--- src/rtl/fft_stage_controller_pkg.sv ---
// Shared constants and FSM encoding for the radix-2 DIT FFT stage sequencer,
// also used by the butterfly wrapper and RAM/ROM instantiation.
package fft_stage_controller_pkg;

  localparam int unsigned N_LOG2   = 3;
  localparam int unsigned BFLY_LAT = 2;
  localparam int unsigned RAM_LAT  = 1;
  localparam int unsigned PIPE     = RAM_LAT + BFLY_LAT;
  localparam int unsigned STAGE_W  = 4;

  typedef enum logic [1:0] {
    IDLE  = 2'd0,
    ISSUE = 2'd1,
    DRAIN = 2'd2,
    DONE  = 2'd3
  } fsm_state_t;

endpackage

--- src/rtl/fft_addr_delay.sv ---
// Reset-clearable shift register that replays read-side enables/addresses
// as write-back strobes once the read and butterfly pipeline has drained.
module fft_addr_delay #(
  parameter int unsigned WIDTH = 2 * fft_stage_controller_pkg::N_LOG2 + 1,
  parameter int unsigned DEPTH = fft_stage_controller_pkg::PIPE
) (
  input  logic             clk,
  input  logic             rst,
  input  logic [WIDTH-1:0] i_d,
  output logic [WIDTH-1:0] o_q
);
  import fft_stage_controller_pkg::*;

  logic [WIDTH-1:0] r_sr [DEPTH];

  always_ff @(posedge clk or posedge rst) begin
    if (rst) begin
      for (int i = 0; i < int'(DEPTH); i++) r_sr[i] <= '0;
    end else begin
      r_sr[0] <= i_d;
      for (int i = 1; i < int'(DEPTH); i++) r_sr[i] <= r_sr[i-1];
    end
  end

  assign o_q = r_sr[DEPTH-1];

endmodule

--- src/rtl/fft_stage_controller.sv ---
// In-place radix-2 DIT FFT sequencer: issues per-cycle butterfly read and
// twiddle addresses for every stage, then replays them as write-back addresses.
module fft_stage_controller #(
  parameter int unsigned N_LOG2   = fft_stage_controller_pkg::N_LOG2,
  parameter int unsigned BFLY_LAT = fft_stage_controller_pkg::BFLY_LAT,
  parameter int unsigned RAM_LAT  = fft_stage_controller_pkg::RAM_LAT
) (
  input  logic              clk,
  input  logic              rst,
  input  logic              i_start,
  output logic              o_busy,
  output logic              o_done,
  output logic [3:0]        o_stage,
  output logic              o_rd_en,
  output logic [N_LOG2-1:0] o_rd_addr_a,
  output logic [N_LOG2-1:0] o_rd_addr_b,
  output logic [N_LOG2-2:0] o_tw_addr,
  output logic              o_wr_en,
  output logic [N_LOG2-1:0] o_wr_addr_a,
  output logic [N_LOG2-1:0] o_wr_addr_b
);
  import fft_stage_controller_pkg::*;

  localparam int unsigned AW     = N_LOG2;
  localparam int unsigned KW     = N_LOG2 - 1;
  localparam int unsigned DLY    = RAM_LAT + BFLY_LAT;
  localparam int unsigned HALF_N = 1 << (N_LOG2 - 1);
  localparam int unsigned CW     = (DLY > 1) ? $clog2(DLY) : 1;
  localparam int unsigned DW     = 2 * AW + 1;

  fsm_state_t         r_state, w_state_nxt;
  logic [KW-1:0]      r_k, w_k_nxt;
  logic [STAGE_W-1:0] r_s, w_s_nxt;
  logic [CW-1:0]      r_cnt, w_cnt_nxt;
  logic               w_rd_en_nxt, w_busy_nxt, w_done_nxt;

  logic               r_busy, r_done, r_rd_en;
  logic [AW-1:0]      r_rd_addr_a, r_rd_addr_b;
  logic [KW-1:0]      r_tw_addr;

  logic [AW-1:0]      w_half, w_pos, w_grp, w_addr_a, w_addr_b;
  logic [KW-1:0]      w_tw;
  logic [DW-1:0]      w_dly_in, w_dly_out;

  // Next state, counters and registered-output decode
  always_comb begin
    w_state_nxt = r_state;
    w_k_nxt     = r_k;
    w_s_nxt     = r_s;
    w_cnt_nxt   = r_cnt;
    unique case (r_state)
      IDLE: begin
        if (i_start) begin
          w_state_nxt = ISSUE;
          w_k_nxt     = '0;
          w_s_nxt     = '0;
        end
      end
      ISSUE: begin
        if (r_k == KW'(HALF_N - 1)) begin
          w_state_nxt = DRAIN;
          w_cnt_nxt   = '0;
        end else begin
          w_k_nxt = r_k + KW'(1);
        end
      end
      DRAIN: begin
        if (r_cnt == CW'(DLY - 1)) begin
          if (r_s < STAGE_W'(N_LOG2 - 1)) begin
            w_state_nxt = ISSUE;
            w_s_nxt     = r_s + STAGE_W'(1);
            w_k_nxt     = '0;
          end else begin
            w_state_nxt = DONE;
          end
        end else begin
          w_cnt_nxt = r_cnt + CW'(1);
        end
      end
      DONE: begin
        w_state_nxt = IDLE;
      end
      default: begin
        w_state_nxt = IDLE;
      end
    endcase
    w_rd_en_nxt = (w_state_nxt == ISSUE);
    w_busy_nxt  = (w_state_nxt == ISSUE) || (w_state_nxt == DRAIN);
    w_done_nxt  = (w_state_nxt == DONE);
  end

  // Butterfly pair and twiddle index for the upcoming (stage, k)
  always_comb begin
    w_half   = AW'(1) << w_s_nxt;
    w_pos    = AW'(w_k_nxt) & (w_half - AW'(1));
    w_grp    = AW'(w_k_nxt) >> w_s_nxt;
    w_addr_a = (w_grp << (w_s_nxt + STAGE_W'(1))) | w_pos;
    w_addr_b = w_addr_a + w_half;
    w_tw     = KW'(w_pos << (STAGE_W'(KW) - w_s_nxt));
  end

  always_ff @(posedge clk or posedge rst) begin
    if (rst) begin
      r_state     <= IDLE;
      r_k         <= '0;
      r_s         <= '0;
      r_cnt       <= '0;
      r_busy      <= 1'b0;
      r_done      <= 1'b0;
      r_rd_en     <= 1'b0;
      r_rd_addr_a <= '0;
      r_rd_addr_b <= '0;
      r_tw_addr   <= '0;
    end else begin
      r_state     <= w_state_nxt;
      r_k         <= w_k_nxt;
      r_s         <= w_s_nxt;
      r_cnt       <= w_cnt_nxt;
      r_busy      <= w_busy_nxt;
      r_done      <= w_done_nxt;
      r_rd_en     <= w_rd_en_nxt;
      r_rd_addr_a <= w_rd_en_nxt ? w_addr_a : '0;
      r_rd_addr_b <= w_rd_en_nxt ? w_addr_b : '0;
      r_tw_addr   <= w_rd_en_nxt ? w_tw : '0;
    end
  end

  assign w_dly_in = {r_rd_en, r_rd_addr_a, r_rd_addr_b};

  fft_addr_delay #(
    .WIDTH(DW),
    .DEPTH(DLY)
  ) u_wr_dly (
    .clk (clk),
    .rst (rst),
    .i_d (w_dly_in),
    .o_q (w_dly_out)
  );

  assign {o_wr_en, o_wr_addr_a, o_wr_addr_b} = w_dly_out;

  assign o_busy      = r_busy;
  assign o_done      = r_done;
  assign o_stage     = r_s;
  assign o_rd_en     = r_rd_en;
  assign o_rd_addr_a = r_rd_addr_a;
  assign o_rd_addr_b = r_rd_addr_b;
  assign o_tw_addr   = r_tw_addr;

endmodule

--- config.mk ---
export PLATFORM = sky130hd
export DESIGN_NAME = fft_stage_controller
export DESIGN_NICKNAME = d
export VERILOG_FILES = /design/src/rtl/fft_stage_controller_pkg.sv /design/src/rtl/fft_addr_delay.sv /design/src/rtl/fft_stage_controller.sv
export SDC_FILE = /design/constraint.sdc
export NUM_CORES = 1
export LEC_CHECK = 0
export BUFFER_PORTS_ARGS = -buffer_cell sky130_fd_sc_hd__clkbuf_2
export CORE_MARGIN = 2
export CORE_UTILIZATION = 33
export CTS_BUF_LIST = sky130_fd_sc_hd__clkbuf_2 sky130_fd_sc_hd__clkbuf_4 sky130_fd_sc_hd__clkbuf_8
export DETAILED_ROUTE_END_ITERATION = 10
export GPL_ROUTABILITY_DRIVEN = 1
export PLACE_DENSITY = 0.54
export SLEW_MARGIN = 20
export SYNTH_ARGS = -nofsm -noshare
export SYNTH_HDL_FRONTEND = slang
export SYNTH_SLANG_ARGS = --single-unit
--- constraint.sdc ---
create_clock -name clk -period 5.2 [get_ports clk]
set_clock_uncertainty 0.05 [all_clocks]
set_input_delay 0 -clock clk [delete_from_list [all_inputs] [get_ports clk]]
set_output_delay 0 -clock clk [all_outputs]
set_load 0.02 [all_outputs]
==> results.yml, run 1 <==
clocking:
  cts_tree: "built"
  cts_setup_buffers: 0
  clock_sinks: 42
  cts.reportedPaths.clkPinSlew_ns: 0.08
  cts_buffers: 5
  ctsResizeCount: 0
  holdBufCountCts: 1
  worst_skew_pair.late_latency_ns: 0.30
  cts-root-buf: "clkbuf_8"
  cts.htree.levels: 2
  cts_buffer_depth: 2
grt:
  grt_antenna_before_repair: 0
  overflow: 0
  grt_usage_pct: 11.5
  grt_pass1_vias: 1126
  grt_start_max_net_pins: 43
  grt_pass1_wl_mm: 5.25
synthesis:
  yosys.area.top_type: "dfrtp_1"
  synth-seq-area-share_pct: 61.2
  synth_common_cells: "dfrtp_1 (42), nand2_1 (11), inv_1 (8)"
  yosysMostFrequentCell: "dfrtp_1"
  ys_types: 45
  synth_ff_type: "dfrtp_1"
  synth_area_um2: 1720
  yosysWarnings: 0
  synth.area.top_cells: "dfrtp_1 (61%), ha_1 (4.4%), buf_4 (2.6%)"
  synth-edff-count: 0
  syn_inst: 139
  synth_top_area_share_pct: 61.2
  synthArstFlopShare_pct: 100
  syn-num-nets: 149
  avgSynthCellArea_um2: 12.4
  synth_seq_cells: 42
outcome:
  status: "finished, final reports clean"
min_path:
  min_path_type: "input port to register"
drt:
  drtIter0Drc: 57
  post-route-drc-count: 0
  avgViaCountPerCell: 4.65
  wirelength_mm: 2.97
  wl_per_cell_um: 12.6
  via_count: 1093
  drt_pass1_iterations: 4
  ant_nets: 0
layout:
  fillers: 521
  area_growth_pct: 15.2
  regArea_um2: 1050
  diodes: 0
  multiInputGateArea_um2: 583
  layout-drive-gt1-share_pct: 23.6
  fin_util_pct: 39.0
  nNetsFinal: 174
die:
  core_area_um2: 5070
  die-area_um2: 5800
  ios: 25
  die_y_um: 76.2
  start_util_pct: 33.9
  rows: 26
  die_w_um: 76.2
critical_path:
  cp.required_ns: 5.37
  arrival_ns: 4.16
  startpoint_type: "register"
  critPathKind: "register to register"
  end_kind: "register"
  cp_max_fo: 8
power:
  finalPower_mw: 1.05
  p_per_area_nw_per_um2: 528
  leakage_nw: 0.975
  peakVddDrop_uv: 169
placement:
  gp_congestion: 0.794
  pre_cts_slack_ns: 1.24
  io_buffers: 24
  hpwl_mm: 2.08
sta:
  slew_violations: 0
  finalCritPeriodShare_pct: 76.7
  fmax_mhz: 251
  rsz0062_at_grt: "no"
  min_period_ns: 3.99
  max_slew_margin_pct: 61.8
  finalWorstSetupSlack_ns: 1.21
  worst_slew_pin_slew_ns: 0.569
  hold_viol: 0
  setup_violations: 0
  tns_ns: 0
flow_run:
  drv_cap: 0
## logic make-up after synthesis
kind of cell             after synthesis  share of synthesized area (%)
XOR/XNOR                               4                           2.04
adder cells (fa/ha/maj)                7                           5.54
buffers and inverters                 16                           4.88
flip-flops                            42                           61.2
AND/OR/NAND/NOR                       45                           15.4
AO/OA/AOI/OAI                         25                           11.0
## path summary, 6_finish.rpt
check                                        from           endpoint  slack (ns)  cells after the start
worst max-delay path                     r_cnt[0]     o_rd_addr_b[2]        1.21                     14
worst min-delay path                      i_start         r_state[0]        0.21                      4
worst max register to register           r_cnt[0]     o_rd_addr_b[2]        1.21                     14
worst min register to register  u_wr_dly.r_sr[20]  u_wr_dly.r_sr[13]        0.30                      0
max in group asynchronous                     rst     o_rd_addr_a[0]        4.44                      4
min in group asynchronous                     rst         o_stage[3]        0.30                      4
## sequential cells by signal, indices dropped and copies added, names as in the netlist
| name | flops |
|---|---|
| o_tw_addr | 2 |
| r_cnt | 2 |
| o_rd_addr_a | 3 |
| r_k | 2 |
| u_wr_dly.r_sr | 14 |
| o_busy | 1 |
| r_state | 2 |
| u_wr_dly.o_q | 7 |
| o_rd_en | 1 |
| o_rd_addr_b | 3 |
| o_stage | 4 |
| o_done | 1 |
## critical path, stage by stage (launching register included)
cell and delay [ns]:
dfrtp_1 0.38, inv_1 0.09, ha_1 0.29, or4b_4 0.54, or3_4 0.42, nand2_4 0.12, ha_1 0.21, xor2_1 0.24
nor4_1 0.08, o22a_1 0.20, ha_1 0.20, fa_1 0.36, or3_1 0.39, a22o_1 0.21, a21boi_1 0.12
## per-stage QoR
step / instances / area [um2] / hold WS, ns
3_5_place_dp: 226 / 1880 / 0.0973
6_report: 235 / 1980 / 0.208
5_1_grt: 235 / 1980 / 0.259
2_1_floorplan: 139 / 1720 / 0.193
3_3_place_gp: 226 / 1880 / 0.0845
4_1_cts: 235 / 1980 / 0.206
## cell usage in the layout (no fill, tap or decap), types with 2 or more instances in the layout
| cell type | synthesis | final |
|---|---|---|
| clkbuf_8 | 0 | 5 |
| or3_1 | 2 | 2 |
| xnor2_1 | 2 | 2 |
| and2_1 | 6 | 6 |
| nand2_1 | 11 | 11 |
| nand3_1 | 3 | 3 |
| nor2_1 | 5 | 5 |
| dfrtp_1 | 42 | 42 |
| ha_1 | 6 | 6 |
| inv_1 | 8 | 8 |
| o21ai_0 | 4 | 4 |
| nor2b_1 | 2 | 2 |
| clkbuf_2 | 0 | 24 |
| a21oi_1 | 5 | 5 |
| nand4_1 | 2 | 2 |
| nor3_1 | 3 | 3 |
| o21a_1 | 2 | 2 |
| xor2_1 | 2 | 2 |
## final cells by class
type	instances	area share, %
sequential	42	53.1
multi-input combinational	81	29.5
timing repair buffer	26	6.95
tap	70	4.42
clock buffer	6	3.86
inverter	8	1.52
clock inverter	2	0.695
## layer usage
layer  global-route usage [%]  wire (um)
met1                     13.6       1280
met2                     18.2       1440
met3                     4.27        150
met4                     6.36        102
met5                        0          0
## where the power goes
| group | internal, mW | switching, mW | total [mW] |
|---|---|---|---|
| Clock | 0.0999 | 0.112 | 0.212 |
| Sequential | 0.427 | 0.0571 | 0.484 |
| Combinational | 0.133 | 0.216 | 0.349 |
No activity file was read; power rests on OpenSTA's default activity.
==> inputs of run 2 (changes only) <==
- PLACE_DENSITY: 0.54 -> 0.56
- clock period: 5.2 -> 3.4 ns (I/O delays scaled with it)
==> results.yml, run 2 (synthesis results as in run 1) <==
sta:
  slew_violations: 0
  hold_viol: 0
  setup_violations: 1
  rsz0062_at_grt: "yes"
  holdWs_ns: 0.197
  finalWorstSetupSlack_ns: -0.0621
  min_period_ns: 3.46
  fmax_mhz: 289
  worst_slew_pin_slew_ns: 0.599
  finalCritPeriodShare_pct: 102
  max_slew_margin_pct: 59.8
drt:
  wirelength_mm: 3.19
  m1WireLength_mm: 1.31
  drt_pass1_iterations: 4
  ant_nets: 0
  drtIter0Drc: 23
  post-route-drc-count: 0
  wl_per_cell_um: 13.0
  top_layer_used: "met4"
  avgViaCountPerCell: 4.67
  dr_wl_met3_um: 142
  wl_met2_mm: 1.67
  via_count: 1150
critical_path:
  cp_slowest_cell: "or4b_4"
  path_cells: "inv_2, ha_4, or4b_4, or3_4, nand2_4, ha_4, xor2_2, nor4_2, o22a_1, ha_2, fa_2, or3_4, a22o_1, a21boi_1"
  critPathKind: "register to register"
  startpoint_type: "register"
  arrival_ns: 3.63
  cp.required_ns: 3.57
  end_kind: "register"
  cp_max_fo: 3
  cp_slowest_stage_delay_ns: 0.50
layout:
  layout-drive-gt1-share_pct: 33.0
  area_growth_pct: 23.1
  post_layout_nonfiller_instances: 246
  fillers: 510
  final_cell_mix: "dfrtp_1 (42), clkbuf_2 (24), buf_4 (12)"
  nNetsFinal: 185
  final_common_cell: "dfrtp_1"
  top_register: "u_wr_dly.r_sr"
  diodes: 0
  largest_register_ffs: 14
die:
  start_util_pct: 33.9
  die_w_um: 76.2
  ios: 25
  die_y_um: 76.2
  rows: 26
  core_area_um2: 5070
  die-area_um2: 5800
grt:
  grt_start_max_net_pins: 43
  grt_antenna_before_repair: 0
  grt_pass1_wl_mm: 5.49
  grt_pass1_vias: 1186
  grt_usage_pct: 12.0
  overflow: 0
power:
  leakage_nw: 1.02
  p_per_area_nw_per_um2: 797
  finalPower_mw: 1.69
  peakVddDrop_uv: 258
placement:
  dp_cells: 236
  io_buffers: 24
  pre_cts_slack_ns: -0.0288
  gp_congestion: 0.799
  hpwl_mm: 2.23
clocking:
  cts.htree.levels: 2
  cts-root-buf: "clkbuf_8"
  clock_sinks: 42
  cts_buffer_depth: 2
  cts_buffers: 5
  worst_skew_pair.late_latency_ns: 0.29
  cts_tree: "built"
  cts.reportedPaths.clkPinSlew_ns: 0.08
outcome:
  status: "complete, but fails checks"
  violations: "setup timing"
flow_run:
  drv_cap: 0
min_path:
  min_path_type: "input port to register"
run 2: repair_timing:
action,4_1_cts,5_1_grt
hold buffers,1,0
setup buffers,1,0
endpoints found under the setup margin,1,1
endpoints found under the hold margin,42,0
gates resized for setup,0,2
run 2: power by group:
group          internal, mW  switching [mW]  total (mW)  leakage, nW
registers             0.654          0.0651       0.719        0.549
clock network         0.148           0.179       0.328       0.0447
logic                 0.262           0.378       0.640        0.430
run 2: final cells by class:
cell class | count | area (um2) | area share (%)
sequential | 42 | 1050 | 49.7
tap | 70 | 87.6 | 4.14
timing repair buffer | 37 | 220 | 10.4
inverter | 8 | 30.0 | 1.42
clock inverter | 3 | 25.0 | 1.18
clock buffer | 5 | 68.8 | 3.25
multi-input combinational | 81 | 632 | 29.9
run 2: through the flow:
step / area (um2) / util (%) / setup TNS [ns]
final: 2110 / 41.7 / -0.0621
after floorplan: 1760 / - / 0
after global routing: 2110 / 41.7 / -0.231
after detailed placement: 1990 / 39.3 / -0.0288
after global placement: 1990 / 39.3 / 0
after CTS: 2100 / 41.4 / -0.0430
run 2: worst max-delay path, delay by kind of cell, from the launching register on:
| family | cells | cell delay (ns) |
|---|---|---|
| xor+xnor | 1 | 0.17 |
| compound gates | 3 | 0.52 |
| simple gates | 5 | 1.37 |
| fa+ha+maj | 4 | 0.80 |
| flops | 1 | 0.40 |
| buf+inv | 1 | 0.09 |
run 2: path summary, 6_finish.rpt:
| check | endpoint | slack [ns] | start | cells after the start |
|---|---|---|---|---|
| max in group asynchronous | o_stage[1] | 2.64 | rst | 4 |
| worst max register to register | o_rd_addr_b[2] | -0.06 | r_cnt[0] | 14 |
| worst min-delay path | r_state[0] | 0.20 | i_start | 4 |
| worst min register to register | u_wr_dly.o_q[0] | 0.30 | u_wr_dly.r_sr[7] | 0 |
| min in group asynchronous | r_cnt[1] | 0.30 | rst | 4 |
| worst max-delay path | o_rd_addr_b[2] | -0.06 | r_cnt[0] | 14 |
run 2: per-layer routing:
metal	up-vias	GRT usage [%]
met5	-	0
met2	31	20.4
met4	0	6.55
met1	566	13.7
met3	6	3.44
li1	547	-
==> inputs of run 3 (changes only) <==
- SYNTH_HIERARCHICAL: unset -> 1
==> results.yml, run 3 <==
drt:
  wirelength_mm: 3.28
  drt_pass1_iterations: 4
  drtIter0Drc: 50
  avgViaCountPerCell: 4.66
  wl_per_cell_um: 13.0
  ant_nets: 0
  via_count: 1175
  post-route-drc-count: 0
die:
  ios: 25
  start_util_pct: 34.3
  die-area_um2: 5940
  die_y_um: 77.1
  die_w_um: 77.1
  rows: 26
  core_area_um2: 5140
layout:
  nNetsFinal: 191
  regArea_um2: 1050
  final_common_cell: "dfrtp_1"
  multiInputGateArea_um2: 648
  diodes: 0
  top_register: "u_wr_dly/r_sr"
  fillers: 527
  largest_register_ffs: 14
  area_growth_pct: 21.6
  layout-drive-gt1-share_pct: 35.7
  final_cell_mix: "dfrtp_1 (41), clkbuf_2 (24), buf_4 (13)"
critical_path:
  cp.required_ns: 3.54
  cp_max_fo: 3
  startpoint_type: "register"
  critPathKind: "register to register"
  end_kind: "register"
  arrival_ns: 3.53
grt:
  grt_antenna_before_repair: 0
  grt_usage_pct: 11.8
  grt_pass1_vias: 1203
  grt_pass1_wl_mm: 5.52
  overflow: 0
  grt_start_max_net_pins: 22
synthesis:
  syn_inst: 147
  syn-num-nets: 157
  yosysMostFrequentCell: "dfrtp_1"
  ys_types: 43
  avgSynthCellArea_um2: 12.0
  yosys.area.top_type: "dfrtp_1"
  synth_seq_cells: 42
  synth-seq-area-share_pct: 59.6
  synth.area.top_cells: "dfrtp_1 (60%), ha_1 (4.3%), buf_4 (3.4%)"
  synth_top_area_share_pct: 59.6
  synthArstFlopShare_pct: 100
  synth_common_cells: "dfrtp_1 (42), nand2_1 (11), inv_1 (9)"
  synth-edff-count: 0
  synth_ff_type: "dfrtp_1"
  synth_area_um2: 1760
  yosysWarnings: 6
power:
  peakVddDrop_uv: 262
  comb_power_share_pct: 39.9
  pwr-share-clk_pct: 18.6
  finalPower_mw: 1.75
  p_sw_share_pct: 37.2
  p_switching_uw: 652
  intPower_mw: 1.10
  seq_power_share_pct: 41.5
  p_per_area_nw_per_um2: 818
  leakage_nw: 1.08
placement:
  hpwl_mm: 2.29
  io_buffers: 24
  gp_congestion: 0.768
sta:
  worst_slew_pin_slew_ns: 0.822
  holdWs_ns: 0.156
  rsz0062_at_grt: "yes"
  finalCritPeriodShare_pct: 99.7
  min_period_ns: 3.39
  max_slew_margin_pct: 45.1
  slew_violations: 0
  fmax_mhz: 295
  setup_violations: 0
  hold_viol: 0
clocking:
  cts_tree: "built"
  worst_skew_pair.late_latency_ns: 0.29
  cts_buffer_depth: 2
  clock_sinks: 42
  cts-root-buf: "clkbuf_8"
  cts_buffers: 5
  cts.htree.levels: 2
  cts.reportedPaths.clkPinSlew_ns: 0.08
flow_run:
  drv_cap: 0
outcome:
  status: "finished, final reports clean"
min_path:
  min_path_type: "input port to register"
run 3: cell types whose count changed after synthesis, moves of 2 or more:
| cell | before | now |
|---|---|---|
| a21oi_1 | 5 | 7 |
| nand4_1 | 2 | 0 |
| o21ai_0 | 4 | 8 |
| buf_4 | 6 | 8 |
| xor2_1 | 2 | 0 |
| and2_1 | 6 | 4 |
run 3: critical path: stages, from the launching register on:
cell and delay, ns:
dfrtp_1 0.40, inv_2 0.08, ha_4 0.13, or4b_4 0.48, o211a_1 0.24, or2_4 0.24, ha_4 0.28, nor4_2 0.04
o22a_1 0.20, ha_2 0.19, fa_2 0.34, o21a_1 0.12, or3_1 0.34, and3_4 0.17
run 3: kinds of logic after synthesis:
kind of cell	after synthesis	share of synthesized area [%]
fa+ha+maj	7	5.39
flops	42	59.6
xor+xnor	1	0.497
buf+inv	20	6.60
simple gates	45	15.0
compound gates	32	12.9
run 3: metrics by stage:
step	setup slack, ns	TNS (ns)	std cells	util, %	area, um2
after floorplan	-0.00977	-0.00977	147	-	1800
after global placement	0.0337	0	237	38.4	1970
after detailed placement	-0.0631	-0.0631	237	38.4	1970
after CTS	0.00840	0	250	41.0	2110
after global routing	-0.0604	-0.0604	252	41.7	2140
final	0.00942	0	252	41.7	2140
run 3: area by class of cell:
class	instances	share of cell area (%)
clock buffers	5	3.21
clock inverters	3	1.17
multi-input cells	85	30.2
inverters	9	1.58
repair buffers	38	10.6
flip-flops and latches	42	49.1
well taps	70	4.09
run 3: path summary, 6_finish.rpt:
| path | from | end | slack [ns] | cells after the start |
|---|---|---|---|---|
| max | r_cnt[0] | o_rd_addr_b[2] | 0.009 | 13 |
| min | i_start | r_k[0] | 0.16 | 4 |
| max reg2reg | r_cnt[0] | o_rd_addr_b[2] | 0.009 | 13 |
| min reg2reg | u_wr_dly/r_sr[19] | u_wr_dly/r_sr[12] | 0.30 | 0 |
| max in group asynchronous | rst | o_stage[3] | 2.38 | 3 |
| min in group asynchronous | rst | u_wr_dly/r_sr[13] | 0.32 | 3 |
run 3: routing by layer:
metal | vias up | share of wire, % | global-route usage [%]
li1 | 561 | - | -
met1 | 580 | 46 | 14.5
met2 | 27 | 47 | 19.0
met3 | 7 | 4.8 | 4.35
met4 | 0 | 1.7 | 4.64
met5 | - | 0 | 0
run 3: power groups by stage:
stage | sequential (mW) | combinational, mW | clock (mW)
2_1_floorplan | 0.767 | 0.459 | 0
3_3_place_gp | 0.731 | 0.627 | 0
3_5_place_dp | 0.735 | 0.649 | 0
4_1_cts | 0.725 | 0.674 | 0.337
5_1_grt | 0.742 | 0.783 | 0.362
6_report | 0.728 | 0.700 | 0.326
run 3: what timing repair did:
| item | 4_1_cts | 5_1_grt |
|---|---|---|
| hold endpoints to repair | 42 | 0 |
| gates resized for setup | 1 | 4 |
| hold buffers | 1 | 0 |
| setup buffers | 4 | 2 |
| endpoints found under the setup margin | 1 | 1 |
| pin swaps | 2 | 1 |
